<file path="src/rtl/exc_ctrl.sv">
// Precise-exception controller at the MEM/commit boundary: picks one cause by fixed
// priority, then sequences the CP0 update pulse, the pipeline flush and the fetch redirect.
module exc_ctrl #(
  parameter logic [31:0] EXC_VECTOR = 32'hBFC00380,
  parameter int          CODE_W     = 32
) (
  input  logic              clk,
  input  logic              resetn,
  input  logic              inst_valid_i,
  input  logic [31:0]       pc_i,
  input  logic              in_delayslot_i,
  input  logic [31:0]       data_addr_i,
  input  logic [8:0]        exc_flags_i,
  input  logic [31:0]       status_i,
  input  logic [31:0]       cause_i,
  input  logic [31:0]       epc_i,
  output logic [CODE_W-1:0] excepttype_o,
  output logic [31:0]       exc_pc_o,
  output logic [31:0]       exc_badvaddr_o,
  output logic              exc_delayslot_o,
  output logic              flush_o,
  output logic              busy_o,
  output logic              redirect_valid_o,
  output logic [31:0]       redirect_pc_o,
  input  logic              redirect_ready_i,
  output logic [31:0]       exc_count_o
);

  typedef enum logic [1:0] {IDLE, COMMIT, REDIRECT} state_e;

  state_e      state_q;
  logic [31:0] target_q;

  logic              int_pend;
  logic              take;
  logic [CODE_W-1:0] code_d;
  logic [31:0]       badvaddr_d;
  logic [31:0]       target_d;
  logic              is_eret;

  // Interrupts need IE set, EXL clear and at least one unmasked pending line.
  assign int_pend = status_i[0] & ~status_i[1] & (|(cause_i[15:8] & status_i[15:8]));
  assign take     = inst_valid_i & (int_pend | (|exc_flags_i));

  always_comb begin
    // NOTE: every output gets a default first so no path leaves it unassigned (no latch).
    code_d     = '0;
    badvaddr_d = '0;
    is_eret    = 1'b0;
    if (int_pend)            code_d = CODE_W'(32'h1);
    else if (exc_flags_i[8]) begin
      code_d     = CODE_W'(32'h4);
      badvaddr_d = pc_i;
    end
    else if (exc_flags_i[7]) code_d = CODE_W'(32'hA);
    else if (exc_flags_i[6]) code_d = CODE_W'(32'h8);
    else if (exc_flags_i[5]) code_d = CODE_W'(32'h9);
    else if (exc_flags_i[4]) code_d = CODE_W'(32'hC);
    else if (exc_flags_i[3]) code_d = CODE_W'(32'hD);
    else if (exc_flags_i[2]) begin
      code_d     = CODE_W'(32'h4);
      badvaddr_d = data_addr_i;
    end
    else if (exc_flags_i[1]) begin
      code_d     = CODE_W'(32'h5);
      badvaddr_d = data_addr_i;
    end
    else if (exc_flags_i[0]) begin
      code_d  = CODE_W'(32'hE);
      is_eret = 1'b1;
    end
    target_d = is_eret ? epc_i : EXC_VECTOR;
  end

  // NOTE: all state here is updated with non-blocking assignments so every register
  // samples the pre-edge values of the others, independent of statement order.
  always_ff @(posedge clk or negedge resetn) begin
    if (!resetn) begin
      state_q          <= IDLE;
      target_q         <= '0;
      excepttype_o     <= '0;
      exc_pc_o         <= '0;
      exc_badvaddr_o   <= '0;
      exc_delayslot_o  <= 1'b0;
      flush_o          <= 1'b0;
      busy_o           <= 1'b0;
      redirect_valid_o <= 1'b0;
      redirect_pc_o    <= '0;
      exc_count_o      <= '0;
    end else begin
      case (state_q)
        IDLE: begin
          if (take) begin
            excepttype_o    <= code_d;
            exc_pc_o        <= pc_i;
            exc_badvaddr_o  <= badvaddr_d;
            exc_delayslot_o <= in_delayslot_i;
            target_q        <= target_d;
            flush_o         <= 1'b1;
            busy_o          <= 1'b1;
            exc_count_o     <= exc_count_o + 32'd1;
            state_q         <= COMMIT;
          end
        end
        COMMIT: begin
          // The CP0 pulse lasts exactly this one cycle.
          excepttype_o     <= '0;
          redirect_valid_o <= 1'b1;
          redirect_pc_o    <= target_q;
          state_q          <= REDIRECT;
        end
        REDIRECT: begin
          if (redirect_ready_i) begin
            redirect_valid_o <= 1'b0;
            flush_o          <= 1'b0;
            busy_o           <= 1'b0;
            state_q          <= IDLE;
          end
        end
        default: state_q <= IDLE;
      endcase
    end
  end

endmodule
</file>
<file path="config.mk">
export PLATFORM = sky130hd
export DESIGN_NAME = exc_ctrl
export DESIGN_NICKNAME = d
export VERILOG_FILES = /design/src/rtl/exc_ctrl.sv
export SDC_FILE = /design/constraint.sdc
export NUM_CORES = 1
export LEC_CHECK = 0
export CAP_MARGIN = 20
export CORE_MARGIN = 2
export CORE_UTILIZATION = 44
export DETAILED_ROUTE_END_ITERATION = 16
export PLACE_DENSITY = 0.95
export SLEW_MARGIN = 10
export SYNTH_ARGS = -nofsm -noshare
export SYNTH_HDL_FRONTEND = slang
export SYNTH_SLANG_ARGS = --single-unit
</file>
<file path="constraint.sdc">
create_clock -name clk -period 3.6 [get_ports clk]
set_clock_uncertainty 0.05 [all_clocks]
set_input_delay 0.54 -clock clk [delete_from_list [all_inputs] [get_ports clk]]
set_output_delay 0.54 -clock clk [all_outputs]
set_load 0.02 [all_outputs]
</file>
# Yosys cells after proc, flatten, opt, wreduce, memory -nomap -nowiden
# Index checks and enable logic that the tools add are counted.
# word_totals
reg_bits	197
out_inout_bits	164
# classes
add_sub_neg	1
eq_ne	4
n_mux	39
n_bitwise	6
reduce_logical	11
# ops
operator	n
32-bit 2-to-1 mux	11
32-bit case mux with 2 select lines	1
4-bit 2-to-1 mux	10
32-bit by 1-bit adder with 32-bit output (second input constant)	1
1-bit 2-to-1 mux	12
9-bit OR reduction	1
8-bit bitwise AND	1
2-bit AND reduction	4
8-bit OR reduction	1
2-bit case mux with 3 select lines	1
2-bit nonzero test	3
2-bit 2-to-1 mux	2
2-bit inequality test (second input constant)	2
1-bit case mux with 2 select lines	2
1-bit bitwise AND	3
3-bit AND reduction	1
2-bit by 1-bit == test with 1-bit output (second input constant)	1
2-bit == test (second input constant)	1
2-bit zero test	1
1-bit NOT	1
1-bit OR	1

# Logic depth before layout (Yosys ltp)
# Gate-level depths: netlist of run 1.
# logic_depth
depth_word	12
depth_mapped	9
ltp_nobuf	6

# Least setup slack after synthesis of run 1
# OpenSTA, ideal clock, no wires.
# synth_timing
path_type	register -> register
start	reg exc_count_o[11]
end	reg exc_count_o[31]
setup_ps	79
arrival_time_ps	2144
setup_slack_ps	1327
path_stages_with_launch	7
path_cell_list	dfrtp_1 -> nand2_1 -> or4_1 -> buf_6 -> or4_4 -> nor4_4 -> xor2_1
# synth_via
elab_chain_len	1
# synth_rtl
item	line	rtl
start, declared	26	output logic [31:0] exc_count_o
start signal, assigned	101	exc_count_o <= exc_count_o + 32'd1;
32-bit by 1-bit adder with 32-bit output	101	
# Every way passes these cells.
# A chain may end at the register's enable or synchronous reset.

# Final worst setup path of run 1
# layout_timing
start	in cause_i[9]
end	reg target_q[9]
# layout_via
elab_chain_len	6
elab_cells_between_ends	8
cone_classes	mux: 2; bitwise: 4; reduce/logical: 2
# layout_rtl
item	line	rtl
start, declared	15	input logic [31:0] cause_i,
8-bit bitwise AND (*)	42	assign int_pend = status_i[0] & ~status_i[1] & (|(cause_i[15:8] & status_i[15:8]));
8-bit OR reduction (*)	42	
1-bit bitwise AND (*)	42	
1-bit OR	43	assign take = inst_valid_i & (int_pend | (|exc_flags_i));
1-bit bitwise AND	43	
2-bit AND reduction (no source line)	--	
end signal, assigned	98	target_q <= target_d;
end, declared	32	logic [31:0] target_q;
# Every way passes the cells marked *; elsewhere a longest branch is shown, timed or not.

==> results.json, run 1 <==
{
  "multi_input_area_sq_um": 2590,
  "sequentialPowerShare": 0.364,
  "synth_area_leader_cell": "dfrtp_1",
  "combPwrFrac": 0.377,
  "rsz0062_at_grt": "false",
  "crit_arrival_ns": 2.89,
  "yosysUniqueCellTypes": 36,
  "seqCellArea_sq_um": 4230,
  "grt_usage": 0.248,
  "drt_iter0_markers": 504,
  "cts_buffers": 17,
  "cellLeakagePower_uw": 0.00476,
  "cp_max_fo": 12,
  "ys_ff_latch": 169,
  "hold_viol": 0,
  "die_y_um": 131,
  "place_inst": 1171,
  "cts_root_buf": "clkbuf_16",
  "p_int_uw": 4620,
  "cts_resized": 0,
  "path_class": "in2reg",
  "r2r_setup_slack_ns": 1.16,
  "report.final.slew_viol_count": 0,
  "final.min_clock_period_ns": 2.64,
  "startpoint_type": "input pin",
  "relSlewSlack": 0.494,
  "synth.area.top_cells": "dfrtp_1 59%, nand2_1 13%, a22oi_1 3.8%, buf_4 3.1%, o21ai_0 2.6%",
  "io_pins": 338,
  "diodes": 0,
  "grt_pass1_wl_um": 33900,
  "syn_avg_cell_area_sq_um": 9.86,
  "via_per_inst": 5.24,
  "dp_hpwl_um": 14800,
  "cts_tree": "done",
  "drc": 0,
  "end_kind": "flop",
  "clockBufferDepth": 2,
  "yosys_warnings": 0,
  "nets": 1149,
  "netlist_area_sq_um": 7120,
  "power_density_nw_per_um2": 691,
  "fmax_mhz": 378,
  "drv_cap": 0,
  "routed_wirelength_um": 21000,
  "p_clk_frac": 0.259,
  "cp_cell_sequence": "clkdlybuf4s50_1 -> a22oi_1 -> a41oi_1 -> nor2_1 -> nand4_1 -> o22a_1",
  "hold_path.class": "in2async",
  "grt_overflow_total": 0,
  "layoutNonFillerInstCount": 1203,
  "setup_violations": 0,
  "ant_nets": 0,
  "cp_slowest_stage_delay_ns": 0.56,
  "placed_area_sq_um": 9900,
  "crit_start": "cause_i[9]",
  "core_sq_um": 15800,
  "floorplan.initialDensity": 0.450,
  "crit_required_ns": 3.85,
  "peakVddDrop_uv": 461,
  "design_area_sq_um": 10500,
  "crit_path_end": "target_q[9]",
  "switching_share": 0.364,
  "hold_buffers": 0,
  "crit_slowest_cell": "nand4_1",
  "yosys.area.top_type_share": 0.594,
  "die_w_um": 131,
  "postCtsSetupBuffers": 0,
  "fin_crit_sh": 0.734,
  "grt_pass1_vias": 6455,
  "drive_gt1_frac": 0.0547,
  "worst_hold_slack_ns": 0.117,
  "first_pass_iters": 5,
  "synth_seq_area_share": 0.594,
  "wl_per_cell_um": 17.5,
  "insertion_delay_ns": 0.42,
  "clkSlewWorstSetupHoldPaths_ns": 0.07,
  "die-area_sq_um": 17200,
  "status": "finished clean",
  "grt_max_degree": 83,
  "power.switching_uw": 2640,
  "setup_tns_ns": 0,
  "antenna_found_initial": 0,
  "gp_congestion": 0.837,
  "cts_sinks": 169,
  "portBuffers": 263,
  "ff2ff_path_depth": 5,
  "rows": 46,
  "syn_inst": 722,
  "r2r_start": "exc_count_o[15]",
  "r2r-end": "exc_count_o[27]",
  "area_growth_syn_to_layout_pct": 47.6,
  "tightest_slew_ns": 0.760,
  "fillCellCount": 1150,
  "via_count": 6303,
  "htree_levels": 4
}
-- state kept, by name, summed over array words and instances, names as in the netlist, 2 cells and up --
register / cells
exc_pc_o: 32
target_q: 32
exc_count_o: 32
state_q: 2
exc_badvaddr_o: 32
excepttype_o: 4
redirect_pc_o: 32
-- layout make-up --
cell class / count / share of cell area
Tap cell: 216 / 0.0257
Clock buffer: 19 / 0.0431
Inverter: 9 / 0.00322
Sequential cell: 169 / 0.402
Timing Repair Buffer: 276 / 0.264
Multi-Input combinational cell: 501 / 0.247
Clock inverter: 13 / 0.0151
-- worst max-delay path, delay by kind of cell --
family | cells | cell delay (ns)
AO/OA/AOI/OAI | 3 | 1.09
AND/OR/NAND/NOR | 2 | 0.81
buffers and inverters | 1 | 0.44
-- how the worst min path moves through the flow --
stage                        endpoint  slack [ns]  cells past startpoint
floorplan                      busy_o        0.19                      0
global placement    redirect_pc_o[12]        0.40                      2
detailed placement  redirect_pc_o[12]        0.40                      2
CTS                      exc_pc_o[28]        0.13                      1
global route        redirect_pc_o[27]        0.16                      1
finish              redirect_pc_o[27]        0.12                      1
-- synthesized netlist by cell type, drive strengths merged --
cell type  number
o21bai          1
and4            2
conb            1
xor2           14
nand2         247
or3             1
o31ai           2
nor2           13
and2            3
nand3          18
a22o           20
nand4          10
ha              1
buf            42
dfrtp         169
or4             3
inv             9
a41oi           1
nand2b          3
xnor2          17
o21ai          38
clkbuf         28
a21oi           5
and3            4
o22a           12
nor4           10
a22oi          36
nor3           11
nor2b           1
-- per-stage QoR --
| stage | util | setup slack, ns | power (uW) |
|---|---|---|---|
| 4_1_cts | 0.664 | 0.980 | 7310 |
| 5_1_grt | 0.664 | 0.836 | 7620 |
| 6_report | 0.664 | 0.958 | 7260 |
| 3_3_place_gp | 0.625 | 0.646 | 5310 |
| 2_1_floorplan | - | 1.33 | 3980 |
| 3_5_place_dp | 0.625 | 0.536 | 5390 |
-- kinds of logic (layout without fill, tap and decap cells) --
group / Yosys count / after routing / share of synthesized area
xor+xnor: 31 / 31 / 0.0381
other cells: 1 / 28 / 0.000527
compound gates: 115 / 115 / 0.112
simple gates: 326 / 326 / 0.195
flops: 169 / 169 / 0.594
fa+ha+maj: 1 / 1 / 0.00176
buf+inv: 79 / 317 / 0.0589
-- metal layers --
| layer | vias up | track usage | wire length, um |
|---|---|---|---|
| li1 | 2873 | - | - |
| met1 | 3026 | 0.289 | 7830 |
| met5 | - | 0 | 0 |
| met4 | 0 | 0.112 | 751 |
| met3 | 63 | 0.0772 | 1820 |
| met2 | 341 | 0.422 | 10600 |
-- cells in the final DEF (no fill, tap or decap), types with 17 or more instances in the layout --
cell type        count
conb_1              28
a22o_1              20
clkdlybuf4s50_1    262
nand3_1             18
a22oi_1             36
xnor2_1             17
nand2_1            247
o21ai_0             37
dfrtp_1            169
clkbuf_16           17
-- power by group through the flow --
stage | registers (uW) | logic, uW | clock network [uW]
2_1_floorplan | 3200 | 780 | 0
3_3_place_gp | 2640 | 2660 | 0
3_5_place_dp | 2660 | 2730 | 0
4_1_cts | 2640 | 2750 | 1910
5_1_grt | 2700 | 2920 | 2000
6_report | 2640 | 2740 | 1880
Note: power is estimated with default switching activity, not from simulation.
==> run 2, diff against run 1 <==
--- a/config.mk
+++ b/config.mk
@@ -7,9 +7,9 @@
 export LEC_CHECK = 0
 export CAP_MARGIN = 20
 export CORE_MARGIN = 2
-export CORE_UTILIZATION = 44
+export CORE_UTILIZATION = 37
 export DETAILED_ROUTE_END_ITERATION = 16
-export PLACE_DENSITY = 0.95
+export PLACE_DENSITY = 0.87
 export SLEW_MARGIN = 10
 export SYNTH_ARGS = -nofsm -noshare
 export SYNTH_HDL_FRONTEND = slang
==> constraint.sdc (replaced) <==
create_clock -name clk -period 2.3 [get_ports clk]
set_clock_uncertainty 0.05 [all_clocks]
set_input_delay 0.345 -clock clk [delete_from_list [all_inputs] [get_ports clk]]
set_output_delay 0.345 -clock clk [all_outputs]
set_load 0.02 [all_outputs]
==> run 2 against run 1 <==
Clock-buffer cell count is 1 higher. Critical path depth shrank 1. Utilization shrank 8.9 points. Final area increased by 2.6%. Wire length shrank 1.7%. Via count is 0.43% lower. Critical endpoint is now exc_count_o[31]. Largest cell class unchanged. Highest routed layer unchanged.
==> results.json, run 2 (same netlist as run 1, synthesis figures left out) <==
{
  "status": "finished clean",
  "floorplan.initialDensity": 0.379,
  "fillCellCount": 1552,
  "fin_crit_sh": 0.958,
  "r2r_start": "exc_count_o[13]",
  "cp_num_buf_inv": 0,
  "htree_levels": 4,
  "cp_cell_sequence": "nand4_1 -> or4_1 -> or4_4 -> nor4_4 -> xor2_1",
  "power.switching_uw": 4140,
  "diodes": 0,
  "hold_path.class": "in2async",
  "sequentialPowerShare": 0.361,
  "combPwrFrac": 0.391,
  "switching_share": 0.363,
  "end_kind": "flop",
  "clockBufferDepth": 2,
  "via_per_inst": 5.05,
  "setup_violations": 0,
  "postCtsSetupBuffers": 0,
  "first_pass_iters": 7,
  "cts_resized": 0,
  "grt_max_degree": 49,
  "io_pins": 338,
  "hold_viol": 0,
  "cts_tree": "done",
  "die_w_um": 143,
  "hold_buffers": 1,
  "cts_sinks": 169,
  "drv_cap": 0,
  "grt_pass1_vias": 6378,
  "crit_slowest_cell": "or4_4",
  "cts_root_buf": "clkbuf_16",
  "design_area_sq_um": 10800,
  "crit_start": "exc_count_o[13]",
  "fmax_mhz": 454,
  "totalPowerFinal_uw": 11400,
  "clkSlewWorstSetupHoldPaths_ns": 0.07,
  "portBuffers": 263,
  "placed_area_sq_um": 10200,
  "ant_nets": 0,
  "power_density_nw_per_um2": 1060,
  "layout_common_cells": "262 x clkdlybuf4s50_1, 247 x nand2_1, 169 x dfrtp_1, 37 x o21ai_0, 36 x a22oi_1",
  "setup_tns_ns": 0,
  "routed_wirelength_um": 20600,
  "cp_max_fo": 4,
  "p_int_uw": 7270,
  "drt_iter0_markers": 348,
  "final.min_clock_period_ns": 2.20,
  "wl_per_cell_um": 16.6,
  "report.final.slew_viol_count": 0,
  "core_sq_um": 18800,
  "peakVddDrop_uv": 604,
  "drc": 0,
  "cp_slowest_stage_delay_ns": 0.58,
  "grt_overflow_total": 0,
  "cellLeakagePower_uw": 0.00490,
  "grt_usage": 0.206,
  "crit_required_ns": 2.59,
  "crit_arrival_ns": 2.49,
  "cts_buffers": 17,
  "via_count": 6276,
  "antenna_found_initial": 0,
  "die-area_sq_um": 20400,
  "p_clk_frac": 0.248,
  "place_inst": 1211,
  "grt_pass1_wl_um": 32700,
  "gp_congestion": 0.844,
  "layoutNonFillerInstCount": 1244,
  "nets": 1172,
  "dp_hpwl_um": 15100,
  "startpoint_type": "flop",
  "rsz0062_at_grt": "false",
  "area_growth_syn_to_layout_pct": 51.5,
  "drive_gt1_frac": 0.0743,
  "path_class": "reg2reg",
  "insertion_delay_ns": 0.42,
  "rows": 50,
  "die_y_um": 143,
  "cp_top_family": "simple AND/OR/NAND/NOR gates",
  "final_common_cell": "clkdlybuf4s50_1"
}
run 2: power groups by stage:
stage | Sequential [uW] | Combinational (uW) | Clock, uW
3_5_place_dp | 4170 | 4480 | 0
2_1_floorplan | 5010 | 1220 | 0
3_3_place_gp | 4140 | 4400 | 0
5_1_grt | 4220 | 4800 | 3040
6_report | 4120 | 4460 | 2830
4_1_cts | 4130 | 4500 | 2900
run 2: cell type report:
class	count	area, sq um	share of cell area
sequential	169	4230	0.392
timing repair buffer	299	3040	0.282
multi-input combinational	501	2590	0.241
clock buffer	20	457	0.0424
tap	234	293	0.0272
clock inverter	12	131	0.0122
inverter	9	33.8	0.00313
run 2: worst paths after layout:
path | cells after the start | slack [ns] | endpoint
max reg2reg | 5 | 0.1 | exc_count_o[31]
min | 2 | 0.37 | redirect_pc_o[28]
max in group asynchronous | 3 | 1.13 | redirect_pc_o[22]
min reg2reg | 1 | 0.42 | exc_count_o[31]
min in group clk | 1 | 0.42 | exc_count_o[31]
max | 5 | 0.1 | exc_count_o[31]
run 2: stage by stage:
stage | setup slack (ns) | utilization | hold slack, ns
3_5_place_dp | -0.144 | 0.543 | 0.258
4_1_cts | 0.0909 | 0.574 | 0.365
5_1_grt | 0.00687 | 0.574 | 0.388
3_3_place_gp | -0.104 | 0.543 | 0.255
6_report | 0.0955 | 0.574 | 0.370
2_1_floorplan | 0.0269 | - | -0.000591
run 2: worst register-to-register path, delay by kind of cell, from the launching register on:
| kind | cells | cell delay, ns |
|---|---|---|
| xor+xnor | 1 | 0.16 |
| simple gates | 4 | 1.49 |
| flops | 1 | 0.43 |
run 2: metal layers:
layer  global-route usage  share of wire  vias to the layer above
li1                     -              -                     2922
met1                0.250           0.40                     3028
met2                0.342           0.49                      280
met3               0.0647          0.079                       46
met4               0.0839          0.027                        0
met5                    0              0                        -
==> run 3, diff against run 2 <==
--- a/config.mk
+++ b/config.mk
@@ -5,12 +5,13 @@
 export SDC_FILE = /design/constraint.sdc
 export NUM_CORES = 1
 export LEC_CHECK = 0
-export CAP_MARGIN = 20
 export CORE_MARGIN = 2
 export CORE_UTILIZATION = 37
 export DETAILED_ROUTE_END_ITERATION = 16
 export PLACE_DENSITY = 0.87
+export REMOVE_ABC_BUFFERS = 1
 export SLEW_MARGIN = 10
 export SYNTH_ARGS = -nofsm -noshare
 export SYNTH_HDL_FRONTEND = slang
 export SYNTH_SLANG_ARGS = --single-unit
+export TNS_END_PERCENT = 10
==> run 3 against run 2 <==
Wire length decreased by 0.68%. First-iteration DRC count decreased by 22%. Register-to-register slack improved by 0.06 ns. Global-route usage decreased by 0.13 points. Final area about the same. Clock-buffer cell count decreased by 1. Sequential share of layout area about the same. Combinational power decreased by 2%. Final cell count increased by 0.56%. Sequential power increased by 1%. Critical endpoint unchanged. Largest cell class unchanged. Largest power group unchanged.
==> results.json, run 3 (same netlist as run 1, synthesis figures left out) <==
{
  "status": "finished clean",
  "r2r_start": "exc_count_o[15]",
  "fin_util": 0.575,
  "power_density_nw_per_um2": 1050,
  "via_per_inst": 5.03,
  "r2r-end": "exc_count_o[31]",
  "startpoint_type": "flop",
  "fin_ws_ns": 0.158,
  "grt_pass1_wl_um": 32900,
  "multi_input_area_sq_um": 2590,
  "hold_buffers": 1,
  "layout_common_cells": "262 x clkdlybuf4s50_1, 247 x nand2_1, 169 x dfrtp_1, 37 x o21ai_0, 36 x a22oi_1",
  "clockBufferDepth": 2,
  "setup_violations": 0,
  "die_w_um": 143,
  "dp_hpwl_um": 14800,
  "cts_tree": "done",
  "grt_max_degree": 50,
  "place_ws_ns": -0.120,
  "ant_nets": 0,
  "seqCellArea_sq_um": 4230,
  "die-area_sq_um": 20400,
  "diodes": 0,
  "wl_per_cell_um": 16.4,
  "final_common_cell": "clkdlybuf4s50_1",
  "drt_iter0_markers": 271,
  "grt_overflow_total": 0,
  "hold_viol": 0,
  "first_pass_iters": 5,
  "rows": 50,
  "clkSlewWorstSetupHoldPaths_ns": 0.07,
  "antenna_found_initial": 0,
  "insertion_delay_ns": 0.41,
  "grt_pass1_vias": 6571,
  "htree_levels": 4,
  "ff2ff_path_depth": 5,
  "grt_usage": 0.205,
  "cts_sinks": 169,
  "die_y_um": 143,
  "setup_tns_ns": 0,
  "fmax_mhz": 467,
  "cts_resized": 0,
  "final.min_clock_period_ns": 2.14,
  "via_count": 6292,
  "io_pins": 338,
  "gp_congestion": 0.887,
  "fin_crit_sh": 0.931,
  "core_sq_um": 18800,
  "drive_gt1_frac": 0.0816,
  "report.final.slew_viol_count": 0,
  "cts_buffers": 17,
  "hold_path.class": "in2async",
  "nets": 1179,
  "r2r_setup_slack_ns": 0.16,
  "cellLeakagePower_uw": 0.00492,
  "crit_start": "exc_count_o[15]",
  "drv_cap": 0,
  "crit_required_ns": 2.59,
  "drc": 0,
  "floorplan.initialDensity": 0.379,
  "end_kind": "flop",
  "area_growth_syn_to_layout_pct": 51.5,
  "cts_root_buf": "clkbuf_16",
  "worst_hold_slack_ns": 0.387,
  "path_class": "reg2reg",
  "postCtsSetupBuffers": 0,
  "portBuffers": 263,
  "peakVddDrop_uv": 611,
  "fillCellCount": 1551,
  "rsz0062_at_grt": "false",
  "routed_wirelength_um": 20500,
  "crit_arrival_ns": 2.43,
  "cp_max_fo": 5
}
-- run 3: worst max-delay path, cell delays in order, from the launching register on --
cell and delay, ns:
dfrtp_1 0.35, nand4_1 0.11, or4_1 0.59, or4_4 0.58
nor4_4 0.23, xor2_1 0.16
-- run 3: where the power goes --
group,total (uW),leakage [uW],switching [uW],internal [uW]
logic,4370,0.00249,2430,1940
clock network,2840,0.000290,1250,1590
registers,4160,0.00215,465,3690
-- run 3: how the worst max path moves through the flow --
stage                         to  slack, ns
4_1_cts          exc_count_o[31]       0.14
3_5_place_dp   exc_badvaddr_o[1]      -0.12
2_1_floorplan       target_q[22]      -5.45
5_1_grt          exc_count_o[31]       0.03
3_3_place_gp   exc_badvaddr_o[7]      -0.07
6_report         exc_count_o[31]       0.16
-- run 3: metrics by stage --
stage | power, uW | instance area (sq um) | cells
global route | 12000 | 10800 | 1251
CTS | 11500 | 10800 | 1251
finish | 11400 | 10800 | 1251
detailed placement | 8600 | 10200 | 1218
floorplan | 6120 | 6830 | 679
global placement | 8470 | 10200 | 1218
-- run 3: area by class of cell --
cell class | instances | share of cell area
multi-input combinational | 501 | 0.241
sequential | 169 | 0.392
inverter | 9 | 0.00313
clock buffer | 19 | 0.0420
clock inverter | 13 | 0.0124
tap | 234 | 0.0272
timing repair buffer | 306 | 0.283
-- run 3: metal layers --
metal | up-vias | share of wire | wire length, um | global-route usage
li1 | 2936 | - | - | -
met1 | 3029 | 0.40 | 8120 | 0.248
met2 | 290 | 0.49 | 10100 | 0.340
met3 | 37 | 0.085 | 1740 | 0.0681
met4 | 0 | 0.026 | 524 | 0.0782
met5 | - | 0 | 0 | 0
